File: config.mk
export PLATFORM = sky130hd
export DESIGN_NAME = imem_loader
export DESIGN_NICKNAME = d
export VERILOG_FILES = /design/src/rtl/imem_loader.sv
export SDC_FILE = /design/constraint.sdc
export NUM_CORES = 1
export LEC_CHECK = 0
export ABC_AREA = 1
export CELL_PAD_IN_SITES_DETAIL_PLACEMENT = 1
export CELL_PAD_IN_SITES_GLOBAL_PLACEMENT = 2
export CORE_UTILIZATION = 38
export DETAILED_ROUTE_END_ITERATION = 10
export DONT_BUFFER_PORTS = 1
export HOLD_SLACK_MARGIN = 0.03
export PLACE_DENSITY_LB_ADDON = 0.1
export SLEW_MARGIN = 20
export SYNTH_ARGS = -nofsm -noshare
export SYNTH_HDL_FRONTEND = slang
export SYNTH_SLANG_ARGS = --single-unit
File: constraint.sdc
create_clock -name clk_i -period 1.89 [get_ports clk_i]
set_input_delay 0.2835 -clock clk_i [delete_from_list [all_inputs] [get_ports clk_i]]
set_output_delay 0.2835 -clock clk_i [all_outputs]
set_load 0.01 [all_outputs]
File: src/rtl/imem_loader.sv
// Instruction-memory loader: byte stream -> big-endian 32-bit words at addresses 0..N-1.
// Optional trailing XOR checksum byte when IMEM_LOADER_CHECKSUM_EN is defined.
module imem_loader #(
  parameter int ADDR_W = 4,
  parameter int DEPTH  = 16
) (
  input  logic              clk_i,
  input  logic              reset_ni,
  input  logic              start_i,
  input  logic              byte_valid_i,
  input  logic [7:0]        byte_data_i,
  output logic              byte_ready_o,
  output logic              wr_en_o,
  output logic [ADDR_W-1:0] wr_addr_o,
  output logic [31:0]       wr_data_o,
  output logic              busy_o,
  output logic              done_o,
  output logic              error_o,
  output logic              core_enable_o,
  output logic [ADDR_W:0]   word_count_o
);

  typedef enum logic [2:0] {
    S_IDLE, S_HEADER, S_COLLECT, S_WRITE, S_DONE, S_ERROR, S_CHECK
  } state_e;

  localparam logic [8:0]      DEPTH_W = 9'(DEPTH);
  localparam logic [ADDR_W:0] ONE_W   = (ADDR_W+1)'(1);

  state_e            state_q;
  logic [1:0]        byte_idx_q;
  logic [31:0]       shift_q;
  logic [ADDR_W:0]   n_q;
  logic [ADDR_W:0]   word_count_q;
  logic              byte_ready_q, wr_en_q, busy_q, done_q, error_q, core_enable_q;
  logic [ADDR_W-1:0] wr_addr_q;
  logic [31:0]       wr_data_q;
`ifdef IMEM_LOADER_CHECKSUM_EN
  logic [7:0]        csum_q;
`endif

  logic              fire;
  logic              hdr_bad;
  logic [31:0]       shift_d;
  logic [ADDR_W:0]   wcnt_d;

  assign fire    = byte_valid_i & byte_ready_q;
  assign hdr_bad = (byte_data_i == 8'd0) || ({1'b0, byte_data_i} > DEPTH_W);
  assign shift_d = {shift_q[23:0], byte_data_i};
  assign wcnt_d  = word_count_q + ONE_W;

  always_ff @(posedge clk_i or negedge reset_ni) begin
    if (!reset_ni) begin
      state_q       <= S_IDLE;
      byte_idx_q    <= '0;
      shift_q       <= '0;
      n_q           <= '0;
      word_count_q  <= '0;
      byte_ready_q  <= 1'b0;
      wr_en_q       <= 1'b0;
      wr_addr_q     <= '0;
      wr_data_q     <= '0;
      busy_q        <= 1'b0;
      done_q        <= 1'b0;
      error_q       <= 1'b0;
      core_enable_q <= 1'b0;
`ifdef IMEM_LOADER_CHECKSUM_EN
      csum_q        <= '0;
`endif
    end else begin
      wr_en_q <= 1'b0;
      case (state_q)
        S_IDLE, S_DONE, S_ERROR: begin
          if (start_i) begin
            state_q       <= S_HEADER;
            byte_ready_q  <= 1'b1;
            busy_q        <= 1'b1;
            done_q        <= 1'b0;
            error_q       <= 1'b0;
            core_enable_q <= 1'b0;
            word_count_q  <= '0;
            byte_idx_q    <= '0;
            shift_q       <= '0;
`ifdef IMEM_LOADER_CHECKSUM_EN
            csum_q        <= '0;
`endif
          end
        end
        S_HEADER: begin
          if (fire) begin
            if (hdr_bad) begin
              state_q      <= S_ERROR;
              error_q      <= 1'b1;
              busy_q       <= 1'b0;
              byte_ready_q <= 1'b0;
            end else begin
              n_q     <= byte_data_i[ADDR_W:0];
              state_q <= S_COLLECT;
            end
          end
        end
        S_COLLECT: begin
          if (fire) begin
            shift_q    <= shift_d;
            byte_idx_q <= byte_idx_q + 2'd1;
`ifdef IMEM_LOADER_CHECKSUM_EN
            csum_q     <= csum_q ^ byte_data_i;
`endif
            if (byte_idx_q == 2'd3) begin
              state_q      <= S_WRITE;
              byte_ready_q <= 1'b0;
              wr_en_q      <= 1'b1;
              wr_addr_q    <= word_count_q[ADDR_W-1:0];
              wr_data_q    <= shift_d;
            end
          end
        end
        S_WRITE: begin
          word_count_q <= wcnt_d;
          byte_idx_q   <= '0;
          if (wcnt_d == n_q) begin
`ifdef IMEM_LOADER_CHECKSUM_EN
            state_q       <= S_CHECK;
            byte_ready_q  <= 1'b1;
`else
            state_q       <= S_DONE;
            done_q        <= 1'b1;
            core_enable_q <= 1'b1;
            busy_q        <= 1'b0;
`endif
          end else begin
            state_q      <= S_COLLECT;
            byte_ready_q <= 1'b1;
          end
        end
`ifdef IMEM_LOADER_CHECKSUM_EN
        S_CHECK: begin
          if (fire) begin
            byte_ready_q <= 1'b0;
            busy_q       <= 1'b0;
            if (byte_data_i == csum_q) begin
              state_q       <= S_DONE;
              done_q        <= 1'b1;
              core_enable_q <= 1'b1;
            end else begin
              state_q <= S_ERROR;
              error_q <= 1'b1;
            end
          end
        end
`endif
        default: state_q <= S_IDLE;
      endcase
    end
  end

  assign byte_ready_o  = byte_ready_q;
  assign wr_en_o       = wr_en_q;
  assign wr_addr_o     = wr_addr_q;
  assign wr_data_o     = wr_data_q;
  assign busy_o        = busy_q;
  assign done_o        = done_q;
  assign error_o       = error_q;
  assign core_enable_o = core_enable_q;
  assign word_count_o  = word_count_q;

endmodule
==> metrics.txt, run 1 <==
# TYPE chip_impl_metric gauge
chip_impl_info{name="run_status",value="finished with violations"} 1
chip_impl_info{name="violations",value="design-rule violations, negative hold slack"} 1
chip_impl_metric{name="final_cell_area",unit="mm^2"} 0.00378
chip_impl_metric{name="wp_data_required",unit="ns"} 2.16
chip_impl_info{name="critical_path_class",value="register to register"} 1
chip_impl_metric{name="fmax",unit="MHz"} 590
chip_impl_metric{name="dr_total_vias",unit=""} 2535
chip_impl_metric{name="synth-async-reset-ratio",unit="%"} 100
chip_impl_info{name="worst_setup_path_end_kind",value="register"} 1
chip_impl_info{name="highest-signal-layer",value="met4"} 1
chip_impl_metric{name="first_global_vias",unit=""} 2628
chip_impl_metric{name="synthesis.area",unit="mm^2"} 0.00348
chip_impl_metric{name="power.clock.fraction",unit="%"} 33.9
chip_impl_metric{name="syn_nets",unit=""} 408
chip_impl_metric{name="synth_edf_count",unit=""} 0
chip_impl_metric{name="p_int",unit="W"} 0.00294
chip_impl_metric{name="synth.yosys.seq_area_share",unit="%"} 57.5
chip_impl_metric{name="io_buffer_count",unit=""} 0
chip_impl_metric{name="drt_first_iter_violations",unit=""} 111
chip_impl_metric{name="wl_met2",unit="um"} 3470
chip_impl_metric{name="cp.arrival",unit="ns"} 1.97
chip_impl_metric{name="design.core.area",unit="mm^2"} 0.00881
chip_impl_metric{name="library_cells_used_by_synthesis",unit=""} 26
chip_impl_metric{name="wirelength",unit="um"} 7980
chip_impl_metric{name="worst_setup_hold_path_clk_slew",unit="ns"} 0.09
chip_impl_metric{name="die_h",unit="um"} 97.7
chip_impl_metric{name="dpl_cell_area",unit="mm^2"} 0.00354
chip_impl_metric{name="top_level_ports",unit=""} 59
chip_impl_metric{name="syn-instance-count",unit=""} 394
chip_impl_metric{name="start_util",unit="%"} 39.6
chip_impl_metric{name="ant_nets",unit=""} 0
chip_impl_metric{name="share_comb_of_total_power",unit="%"} 20.7
chip_impl_metric{name="area_growth",unit="%"} 8.58
chip_impl_metric{name="post-place-cells",unit=""} 491
chip_impl_metric{name="clock_latency",unit="ns"} 0.35
chip_impl_metric{name="pin_count_of_the_biggest_net_entering_global_routing",unit=""} 81
chip_impl_metric{name="hpwlAfterDp",unit="um"} 5670
chip_impl_metric{name="clock_tree.buffer_depth",unit=""} 2
chip_impl_info{name="ys.flop_type",value="dfrtp_1"} 1
chip_impl_metric{name="fin_cells",unit=""} 507
chip_impl_metric{name="layout_min_cycle_time",unit="ns"} 1.70
chip_impl_metric{name="setup_viol_count_final",unit=""} 0
chip_impl_metric{name="switchingPower",unit="W"} 0.00143
chip_impl_metric{name="power_switching_share",unit="%"} 32.8
chip_impl_metric{name="irDropWorstVdd",unit="mV"} 0.477
chip_impl_metric{name="finClkSkew",unit="ns"} 0.00964
chip_impl_metric{name="placement_rows",unit=""} 34
chip_impl_metric{name="track_usage",unit="%"} 18.4
chip_impl_metric{name="avgRoutedWirePerCell",unit="um"} 15.7
chip_impl_info{name="unrepaired_setup_endpoints_after_global_routing",value="no"} 1
chip_impl_metric{name="postCtsSetupBuffers",unit=""} 0
chip_impl_metric{name="final_net_count",unit=""} 408
chip_impl_metric{name="ys_seq_elements",unit=""} 80
chip_impl_metric{name="antenna_cells_inserted",unit=""} 0
chip_impl_metric{name="worstMarginPinSlew",unit="ns"} 0.443
chip_impl_metric{name="antenna_found_initial",unit=""} 0
chip_impl_metric{name="drive_above_1_share",unit="%"} 9.77
chip_impl_metric{name="grt_overflow",unit=""} 0
chip_impl_info{name="clock_tree_from_tritoncts",value="built"} 1
chip_impl_metric{name="cts.sinks",unit=""} 80
chip_impl_metric{name="whs",unit="ns"} -0.386
chip_impl_metric{name="grt_first_pass_wirelength",unit="um"} 13800
chip_impl_metric{name="die_w",unit="um"} 97.7
chip_impl_metric{name="route.detailed.drc",unit=""} 11
chip_impl_metric{name="vias_per_cell",unit=""} 5.00
chip_impl_info{name="crit_path_start_kind",value="register"} 1
chip_impl_metric{name="cts-buffers-inserted",unit=""} 9
chip_impl_metric{name="finalCritPeriodShare",unit="%"} 89.7
chip_impl_info{name="cts.root.buffer_cell",value="clkbuf_8"} 1
chip_impl_metric{name="timing_max_transition_violations_final",unit=""} 0
chip_impl_metric{name="leakagePower",unit="nW"} 1.80
chip_impl_metric{name="worst_slew_margin_rel",unit="%"} 70.5
chip_impl_metric{name="postSynthAreaPerCell",unit="um^2"} 8.84
chip_impl_metric{name="die_area",unit="mm^2"} 0.00955
chip_impl_metric{name="cts_htree_levels",unit=""} 3
chip_impl_metric{name="worstPathMaxFanout",unit=""} 48
chip_impl_metric{name="first_pass_iters",unit=""} 7
chip_impl_metric{name="ys.warnings.count",unit=""} 0
chip_impl_metric{name="met3_wirelength",unit="um"} 428
chip_impl_metric{name="pwr-share-seq",unit="%"} 45.4
chip_impl_metric{name="tns",unit="ns"} 0
chip_impl_metric{name="max_capacitance_violation_count",unit=""} 0
chip_impl_metric{name="globalplace.congestion",unit=""} 0.778
chip_impl_metric{name="power-per-cell-area",unit="mW/mm^2"} 1160
chip_impl_info{name="hold_path.class",value="input pin to asynchronous set/reset pin"} 1
chip_impl_metric{name="met1_length",unit="um"} 3990
chip_impl_metric{name="final_hold_viol_count",unit=""} 80
[kinds of logic (layout without fill, tap and decap cells)]
family / Yosys count / count (layout) / synth area share (%)
compound gates: 73 / 73 / 11.3
fa+ha+maj: 2 / 2 / 0.718
simple gates: 164 / 164 / 20.7
flops: 80 / 80 / 57.5
mux: 1 / 1 / 0.287
buf+inv: 74 / 79 / 9.59
[final timing paths]
check / startpoint / to / slack, ns / depth (start not counted)
hold reg to reg: byte_idx_q[0] / byte_idx_q[0] / 0.49 / 1
setup reg to reg: state_q[0] / shift_q[8] / 0.19 / 9
min in group clk_i: byte_data_i[6] / wr_data_o[6] / 0.06 / 2
max in group asynchronous: reset_ni / wr_data_o[7] / 2.16 / 0
hold / removal: reset_ni / shift_q[17] / -0.39 / 0
setup / recovery: state_q[0] / shift_q[8] / 0.19 / 9
[synthesized netlist by cell type, drive strengths merged (2+ instances only)]
cell type / instances / share of area, %
nand2: 103 / 11
dfrtp: 80 / 57
o21ai: 69 / 11
inv: 58 / 6.2
nand3: 41 / 5.9
nor2: 13 / 1.8
buf: 12 / 2.9
clkbuf: 4 / 0.43
nand4: 4 / 0.72
o22ai: 3 / 0.54
ha: 2 / 0.72
nor3: 2 / 0.61
[registers in the layout (all words and copies together) (netlist names)]
signal,count
busy_o,1
byte_idx_q,2
byte_ready_o,1
core_enable_o,1
error_o,1
n_q,5
shift_q,24
state_q,3
word_count_o,5
wr_addr_o,4
wr_data_o,32
wr_en_o,1
[critical path, cell delays in order (launching register included)]
cell	delay, ns
dfrtp_1	0.43
inv_1	0.10
nor2_2	0.05
nor2_1	0.16
inv_2	0.08
nor2_2	0.09
inv_2	0.08
nand2_4	0.34
nand3_1	0.17
o21ai_0	0.11
[through the flow]
step	setup WS, ns	hold WS [ns]	total power (W)	util [%]
after floorplan	0.387	-0.0121	0.00275	-
after global placement	0.237	-0.0104	0.00290	40.2
after detailed placement	0.190	-0.0102	0.00293	40.2
after CTS	0.160	-0.401	0.00442	42.9
after global routing	0.0156	-0.412	0.00463	43.0
final	0.194	-0.386	0.00437	43.0
[cell usage in the layout (no fill, tap or decap), types with 2 or more instances in the layout]
cell,netlist,layout
buf_4,1,5
bufinv_16,0,2
clkbuf_8,0,11
dfrtp_1,80,80
ha_1,2,2
inv_1,54,54
inv_2,4,4
inv_6,0,2
nand2_1,100,100
nand2_2,2,2
nand3_1,41,40
nand4_1,4,4
nor2_1,10,10
nor2_2,2,2
o21ai_0,40,40
o21ai_1,23,23
o21ai_2,6,6
o22ai_1,3,3
[power by group through the flow]
stage	clock, W	combinational (W)	sequential (W)
after detailed placement	0	0.000908	0.00202
after floorplan	0	0.000754	0.00200
after CTS	0.00153	0.000911	0.00199
final	0.00148	0.000905	0.00198
after global routing	0.00158	0.00105	0.00200
after global placement	0	0.000890	0.00201
[metal layers]
metal / GRT usage [%] / vias up
li1: - / 1261
met1: 25.2 / 1217
met2: 28.3 / 47
met3: 5.65 / 10
met4: 5.24 / 0
met5: 0 / -
[what timing repair did]
item | in CTS | in global routing
endpoints found under the hold margin | 80 | 80
resized for setup | 0 | 1
endpoints found under the setup margin | 0 | 2
[layout make-up]
cell class,count,area [um^2]
Tap cell,108,135
Clock buffer,11,151
Clock inverter,5,86.3
Timing Repair Buffer,5,37.5
Fill cell,1048,5020
Sequential cell,80,2000
Multi-Input combinational cell,240,1150
Inverter,58,218
Power figures use the tool's default switching activity.
==> inputs of run 2 (changes only) <==
Settings changed: CTS_CLUSTER_DIAMETER from default to 150.
==> results of run 2 <==
No change in the layout: final DEF, timing and power equal those of run 1.
